[src/rtl/julia_scan_ctrl_if.sv]
// Pixel-sequencer bus: colour-engine drive/return and frame-buffer
// write port. Master side is the scan controller.
interface julia_scan_ctrl_if #(
  parameter int ADDR_W = 17
);
  logic signed [31:0] calc_x;
  logic signed [31:0] calc_y;
  logic               calc_enable;
  logic               calc_end;
  logic [15:0]        calc_color;
  logic               fb_we;
  logic [ADDR_W-1:0]  fb_addr;
  logic [15:0]        fb_wdata;
  logic               fb_ready;

  modport master (
    output calc_x,
    output calc_y,
    output calc_enable,
    input  calc_end,
    input  calc_color,
    output fb_we,
    output fb_addr,
    output fb_wdata,
    input  fb_ready
  );

  modport slave (
    input  calc_x,
    input  calc_y,
    input  calc_enable,
    output calc_end,
    output calc_color,
    input  fb_we,
    input  fb_addr,
    input  fb_wdata,
    output fb_ready
  );
endinterface

[src/rtl/julia_scan_ctrl.sv]
// Raster pixel sequencer for the Julia colour engine.
// Optional per-pixel watchdog: define JULIA_SCAN_TIMEOUT_EN.
module julia_scan_ctrl #(
  parameter int                 H_RES          = 320,
  parameter int                 V_RES          = 240,
  parameter int                 ADDR_W         = 17,
  parameter logic signed [31:0] X_MIN          = 32'shFE000000,
  parameter logic signed [31:0] Y_MAX          = 32'sh01800000,
  parameter logic signed [31:0] STEP           = 32'sh00033333,
  parameter int                 TIMEOUT_CYCLES = 65535
) (
  input  logic               clk,
  input  logic               rst,
  input  logic               start,
  output logic               busy,
  output logic               done,
  output logic               timeout_err,
  julia_scan_ctrl_if.master  bus
);

  localparam int COL_W = (H_RES > 1) ? $clog2(H_RES) : 1;
  localparam int ROW_W = (V_RES > 1) ? $clog2(V_RES) : 1;

  localparam logic [COL_W-1:0] COL_LAST = COL_W'(H_RES - 1);
  localparam logic [ROW_W-1:0] ROW_LAST = ROW_W'(V_RES - 1);

  localparam logic [15:0] TMO_COLOR = 16'h001F;

  localparam logic [2:0] S_IDLE  = 3'd0;
  localparam logic [2:0] S_LOAD  = 3'd1;
  localparam logic [2:0] S_RUN   = 3'd2;
  localparam logic [2:0] S_WRITE = 3'd3;
  localparam logic [2:0] S_ADV   = 3'd4;
  localparam logic [2:0] S_DONE  = 3'd5;

  if (TIMEOUT_CYCLES < 1 || TIMEOUT_CYCLES > 65535) begin : g_bad_tmo
    $error("TIMEOUT_CYCLES must be in 1..65535");
  end

  if ((64'd1 << ADDR_W) < 64'(H_RES * V_RES)) begin : g_bad_aw
    $error("ADDR_W too narrow for H_RES*V_RES");
  end

  logic [2:0]         state;
  logic [COL_W-1:0]   col;
  logic [ROW_W-1:0]   row;
  logic [ADDR_W-1:0]  addr;
  logic signed [31:0] cx;
  logic signed [31:0] cy;
  logic               cen;
  logic               we;
  logic [15:0]        wdata;
  logic               last;
  logic               tmo_hit;

  assign last = (col == COL_LAST) && (row == ROW_LAST);

  assign bus.calc_x      = cx;
  assign bus.calc_y      = cy;
  assign bus.calc_enable = cen;
  assign bus.fb_we       = we;
  assign bus.fb_addr     = addr;
  assign bus.fb_wdata    = wdata;

  always_ff @(posedge clk) begin
    if (rst) begin
      state <= S_IDLE;
      busy  <= 1'b0;
      done  <= 1'b0;
      cen   <= 1'b0;
      we    <= 1'b0;
      wdata <= '0;
      addr  <= '0;
      col   <= '0;
      row   <= '0;
      cx    <= X_MIN;
      cy    <= Y_MAX;
    end else begin
      done <= 1'b0;
      case (state)
        S_IDLE: begin
          if (start) begin
            state <= S_LOAD;
            busy  <= 1'b1;
            addr  <= '0;
            col   <= '0;
            row   <= '0;
            cx    <= X_MIN;
            cy    <= Y_MAX;
          end
        end
        // engine latches cx/cy with enable low for this one cycle
        S_LOAD: begin
          cen   <= 1'b1;
          state <= S_RUN;
        end
        S_RUN: begin
          if (bus.calc_end || tmo_hit) begin
            wdata <= bus.calc_end ? bus.calc_color : TMO_COLOR;
            cen   <= 1'b0;
            we    <= 1'b1;
            state <= S_WRITE;
          end
        end
        S_WRITE: begin
          if (bus.fb_ready) begin
            we    <= 1'b0;
            state <= S_ADV;
          end
        end
        S_ADV: begin
          if (col == COL_LAST) begin
            col <= '0;
            row <= row + 1'b1;
            cx  <= X_MIN;
            cy  <= cy - STEP;
          end else begin
            col <= col + 1'b1;
            cx  <= cx + STEP;
          end
          // address parks on the final pixel rather than running past it
          if (last) begin
            state <= S_DONE;
            done  <= 1'b1;
            busy  <= 1'b0;
          end else begin
            addr  <= addr + 1'b1;
            state <= S_LOAD;
          end
        end
        S_DONE: begin
          state <= S_IDLE;
        end
        default: begin
          state <= S_IDLE;
        end
      endcase
    end
  end

`ifdef JULIA_SCAN_TIMEOUT_EN
  localparam logic [15:0] TMO_LAST = 16'(TIMEOUT_CYCLES - 1);

  logic [15:0] tcnt;
  logic        tmo_err;

  assign tmo_hit = (state == S_RUN) && !bus.calc_end &&
                   (tcnt == TMO_LAST);
  assign timeout_err = tmo_err;

  always_ff @(posedge clk) begin
    if (rst) begin
      tcnt    <= '0;
      tmo_err <= 1'b0;
    end else begin
      if (state == S_LOAD)
        tcnt <= '0;
      else if (state == S_RUN)
        tcnt <= tcnt + 1'b1;

      if (state == S_IDLE && start)
        tmo_err <= 1'b0;
      else if (tmo_hit)
        tmo_err <= 1'b1;
    end
  end
`else
  assign tmo_hit     = 1'b0;
  assign timeout_err = 1'b0;
`endif

endmodule

[src/flat_wrapper.sv]
// flat-port wrapper written by rule: the top's interface ports become plain ports
module julia_scan_ctrl_flat 
#(
  parameter int                 H_RES          = 320,
  parameter int                 V_RES          = 240,
  parameter int                 ADDR_W         = 17,
  parameter logic signed [31:0] X_MIN          = 32'shFE000000,
  parameter logic signed [31:0] Y_MAX          = 32'sh01800000,
  parameter logic signed [31:0] STEP           = 32'sh00033333,
  parameter int                 TIMEOUT_CYCLES = 65535
)
  (clk, rst, start, busy, done, timeout_err, bus_calc_x, bus_calc_y, bus_calc_enable, bus_calc_end, bus_calc_color, bus_fb_we, bus_fb_addr, bus_fb_wdata, bus_fb_ready);
  julia_scan_ctrl_if #(.ADDR_W(ADDR_W)) bus_i ();
  input  logic clk;
  input  logic rst;
  input  logic start;
  output logic busy;
  output logic done;
  output logic timeout_err;
  output wire logic [$bits(bus_i.calc_x)-1:0] bus_calc_x;
  output wire logic [$bits(bus_i.calc_y)-1:0] bus_calc_y;
  output wire logic [$bits(bus_i.calc_enable)-1:0] bus_calc_enable;
  input wire logic [$bits(bus_i.calc_end)-1:0] bus_calc_end;
  input wire logic [$bits(bus_i.calc_color)-1:0] bus_calc_color;
  output wire logic [$bits(bus_i.fb_we)-1:0] bus_fb_we;
  output wire logic [$bits(bus_i.fb_addr)-1:0] bus_fb_addr;
  output wire logic [$bits(bus_i.fb_wdata)-1:0] bus_fb_wdata;
  input wire logic [$bits(bus_i.fb_ready)-1:0] bus_fb_ready;
  assign bus_calc_x = bus_i.calc_x;
  assign bus_calc_y = bus_i.calc_y;
  assign bus_calc_enable = bus_i.calc_enable;
  assign bus_i.calc_end = bus_calc_end;
  assign bus_i.calc_color = bus_calc_color;
  assign bus_fb_we = bus_i.fb_we;
  assign bus_fb_addr = bus_i.fb_addr;
  assign bus_fb_wdata = bus_i.fb_wdata;
  assign bus_i.fb_ready = bus_fb_ready;
  julia_scan_ctrl #(.H_RES(H_RES), .V_RES(V_RES), .ADDR_W(ADDR_W), .X_MIN(X_MIN), .Y_MAX(Y_MAX), .STEP(STEP), .TIMEOUT_CYCLES(TIMEOUT_CYCLES)) u_core (.clk(clk), .rst(rst), .start(start), .busy(busy), .done(done), .timeout_err(timeout_err), .bus(bus_i));
endmodule
[config.mk]
export PLATFORM = sky130hd
export DESIGN_NAME = julia_scan_ctrl_flat
export DESIGN_NICKNAME = d
export VERILOG_FILES = /design/src/rtl/julia_scan_ctrl_if.sv /design/src/rtl/julia_scan_ctrl.sv /design/src/flat_wrapper.sv
export SDC_FILE = /design/constraint.sdc
export NUM_CORES = 1
export LEC_CHECK = 0
export CAP_MARGIN = 20
export CORE_MARGIN = 3
export CORE_UTILIZATION = 25
export DETAILED_ROUTE_END_ITERATION = 12
export SLEW_MARGIN = 0
export SYNTH_ARGS = -nofsm -noshare
export SYNTH_HDL_FRONTEND = slang
export SYNTH_SLANG_ARGS = --single-unit
[constraint.sdc]
create_clock -name clk -period 2.96 [get_ports clk]
set_input_delay 0.592 -clock clk [delete_from_list [all_inputs] [get_ports clk]]
set_output_delay 0.592 -clock clk [all_outputs]
set_load 0.005 [all_outputs]
==> key figures <==
Critical path
  • Reg2reg path depth: 6
  • Worst-path fanout max: 10
  • CP Data Required Time: 3310 ps
  • Reg2reg start: u_core.col[0]$_SDFFE_PP0P_
  • Cell family with most CP delay: simple AND/OR/NAND/NOR gates
  • Crit start category: register
  • Number of buffers and inverters on the critical path: 0
  • Slowest cell delay on critical path: 520 ps
  • FF-to-FF End: u_core.bus.calc_y[29]$_SDFFE_PP0P_
  • Worst Setup SP: u_core.col[0]$_SDFFE_PP0P_
  • Signal arrival time at the worst endpoint: about 2800 ps
  • Setup crit end kind: register
  • Flop2flop setup slack: approximately 530 ps
  • Worst path slowest cell: or3_1
  • Critical setup path kind: register to register
  • Critical path, cell by cell: ha_1 -> nand3_1 -> o31a_1 -> or3_1 -> or4_1 -> a21oi_1

Synth
  • Top post-synthesis cells by area: dfxtp_1 (41%), nor2_1 (6.3%), a21oi_1 (5.0%), nand2_1 (4.7%), xnor2_1 (3.9%)
  • Number of synthesized flops with an enable pin: 0
  • Cell taking the most area after synthesis: dfxtp_1
  • Synth Flop Type: dfxtp_1
  • Distinct cell type count after synthesis: 67
  • Most frequent cells after synthesis: dfxtp_1 (121), nor2_1 (99), nand2_1 (73), a21oi_1 (58), clkbuf_1 (34)
  • Mapped Cells: between 700 and 800
  • Mapped cell area: about 5900 µm²
  • Flops & latches, synth: 121
  • Synth top area share: 0.413
  • Yosys warns: 0
  • Ys async rst share: 0
  • Syn nets: 757
  • Syn Area/Cell: approximately 8 µm²
  • Sequential share of the synthesized area: 0.413
  • Count leader, synth: dfxtp_1

Finish
  • Layout filler cell count: 2438
  • Fraction of layout cells with a size suffix above 1: 0.0742
  • Design area: approximately 8000 µm²
  • P&R area growth vs syn: 37.9%
  • Nets: 877
  • Utilization after layout: 0.354
  • N_diodes: 0
  • Non-filler instance count after layout: about 1200

Timing
  • Final worst setup slack: ~530 ps
  • Final min period: 2430 ps
  • Slew headroom: 0.447
  • Final period util: 0.821
  • Worst Max-Slew Pin Slew: 825 ps
  • Hold slack: between 400 and 500 ps
  • RSZ-0062 raised after global routing: no
  • Final Setup Violations: 0
  • Final setup TNS: 0 ps
  • Final Hold Fails: 0
  • Clock skew: ~7 ps
  • Fmax achieved: 411 MHz
  • Max-slew violation count: 0

Detailed routing
  • Post-route ant nets: 0
  • DRC violations left: 0
  • Total Wirelength: between 15000 and 20000 µm
  • Average via count per standard cell: around 4.9
  • WL/cell: around 14 µm
  • DR iter-0 viols: 332
  • Drt first pass iters: 4
  • Via count: 5703

Clocking
  • Clock sinks: approximately 120
  • Post-CTS sizing: 0
  • CTS Buffer Depth: 2
  • Htree depth: 4
  • CTS tree: done
  • Root Driver: clkbuf_16
  • TritonCTS buffer count: 17
  • Post-CTS Setup Inserts: 0
  • Post-CTS Hold Fix Bufs: 0
  • Clock slew at reported path FFs: roughly 50 ps
  • Clk_lat worst skew: about 410 ps

Pwr
  • Final Power: around 4.4 mW
  • Cell Pwr Density: around 540 nW/µm²
  • Pleak: around 2.7 nW
  • Maximum vdd drop: around 340 µV

Placement
  • RePlAce Congestion: about 0.8
  • Place WS: around 350 ps
  • IO Port Bufs: approximately 120
  • Placed insts: about 1100
  • Placed cell area: 7470 µm²
  • Detail Placement HPWL: between 10000 and 15000 µm

Global route
  • GRT Total Usage: 0.133
  • First-pass GRT wire length: around 28000 µm
  • Initial antenna violation count: 0
  • Vias in the first global route: approximately 5400
  • Pin count of the biggest net entering global routing: 40
  • Total gr overflow: 0

Flow run
  • Max-cap violations: 0

Floorplanning
  • Initial Utilization: 0.257
  • Die area: between 20000 and 30000 µm²
  • Io pins: around 120
  • Rows: 55
  • Chip width: ~160 µm
  • DIE HEIGHT: roughly 160 µm
  • Core area: about 23000 µm²

Worst hold path
  • Hold Crit Endpoint: u_core.bus.fb_wdata[14]$_SDFFE_PP0P_
  • Hold Path Class: register to register
  • Hold Path Depth: 2
  • Hold path startpoint: u_core.bus.fb_wdata[14]$_SDFFE_PP0P_

Status
  • Outcome: finished, final reports clean
## cells by family (layout without fill, tap and decap cells)
kind of cell               Yosys count  after routing  synth area share
and+or+nand+nor                    340            340             0.288
AOI/OAI and AO/OA                  165            165             0.183
DFF                                121            121             0.413
buffers and inverters               55            186            0.0374
xor gates and xnor gates            38             38            0.0568
muxes                                6              6            0.0105
adders and majority gates            5              5            0.0107
other                                1              1          0.000640
## sequential cells by signal, summed over array words and instances, names as in the netlist
register                count
u_core.busy                 1
u_core.bus.fb_addr         17
u_core.bus.calc_enable      1
u_core.state                3
u_core.bus.fb_wdata        16
u_core.col                  9
u_core.done                 1
u_core.bus.calc_y          32
u_core.bus.fb_we            1
u_core.row                  8
u_core.bus.calc_x          32
## worst max-delay path by stage
stage	cells past startpoint	slack [ps]	endpoint
2_1_floorplan	6	650	u_core.bus.calc_y[31]$_SDFFE_PP0P_
3_3_place_gp	7	370	u_core.bus.calc_x[30]$_SDFFE_PP1P_
3_5_place_dp	7	350	u_core.bus.calc_x[30]$_SDFFE_PP1P_
4_1_cts	6	510	u_core.bus.calc_y[29]$_SDFFE_PP0P_
5_1_grt	8	330	u_core.bus.calc_y[20]$_SDFFE_PP0P_
6_report	6	530	u_core.bus.calc_y[29]$_SDFFE_PP0P_
## where the power goes
part / internal (mW) / switching [mW]
registers: 1.67 / 0.0523
clock network: 1.44 / 0.723
logic: 0.226 / 0.254
total: 3.34 / 1.03
## tightest hold or removal path, delay by kind of cell, from the launching register on
family | cells | cell delay [ps]
AOI/OAI and AO/OA | 1 | 50
and+or+nand+nor | 1 | 50
DFF | 1 | 300
## per-layer routing
layer / track usage / up-vias / part of all wire
met4: 0.0438 / 0 / 0.012
met1: 0.178 / 2692 / 0.49
met5: 0 / - / 0
met2: 0.209 / 116 / 0.46
li1: - / 2879 / -
met3: 0.0330 / 16 / 0.047
## cell type report
| class | instances | area, µm² | share of cell area |
|---|---|---|---|
| Inverter | 15 | 56.3 | 0.00697 |
| Multi-Input combinational cell | 555 | 3240 | 0.401 |
| Clock inverter | 9 | 148 | 0.0183 |
| Tap cell | 313 | 392 | 0.0485 |
| Clock buffer | 21 | 460 | 0.0570 |
| Sequential cell | 121 | 2420 | 0.300 |
| Timing Repair Buffer | 141 | 1370 | 0.169 |
## cell usage in the layout (no fill, tap or decap), types with 5 or more instances in the layout
cell type / count
dfxtp_1: 121
clkdlybuf4s50_1: 120
nor2_1: 98
nand2_1: 73
a21oi_1: 58
nand3_1: 27
o21ai_0: 26
nor3_1: 26
xnor2_1: 26
or3_1: 21
buf_4: 18
clkbuf_16: 17
nor4_1: 16
nand4_1: 16
inv_1: 15
or4_1: 12
o211ai_1: 12
xor2_1: 12
and2_1: 9
nor3b_1: 7
a311oi_1: 7
o31ai_1: 7
and3_1: 7
a211oi_1: 6
nand2b_1: 6
or2_2: 6
a31oi_1: 5
a21o_1: 5
mux2i_1: 5
ha_1: 5
Power figures use the tool's default switching activity.
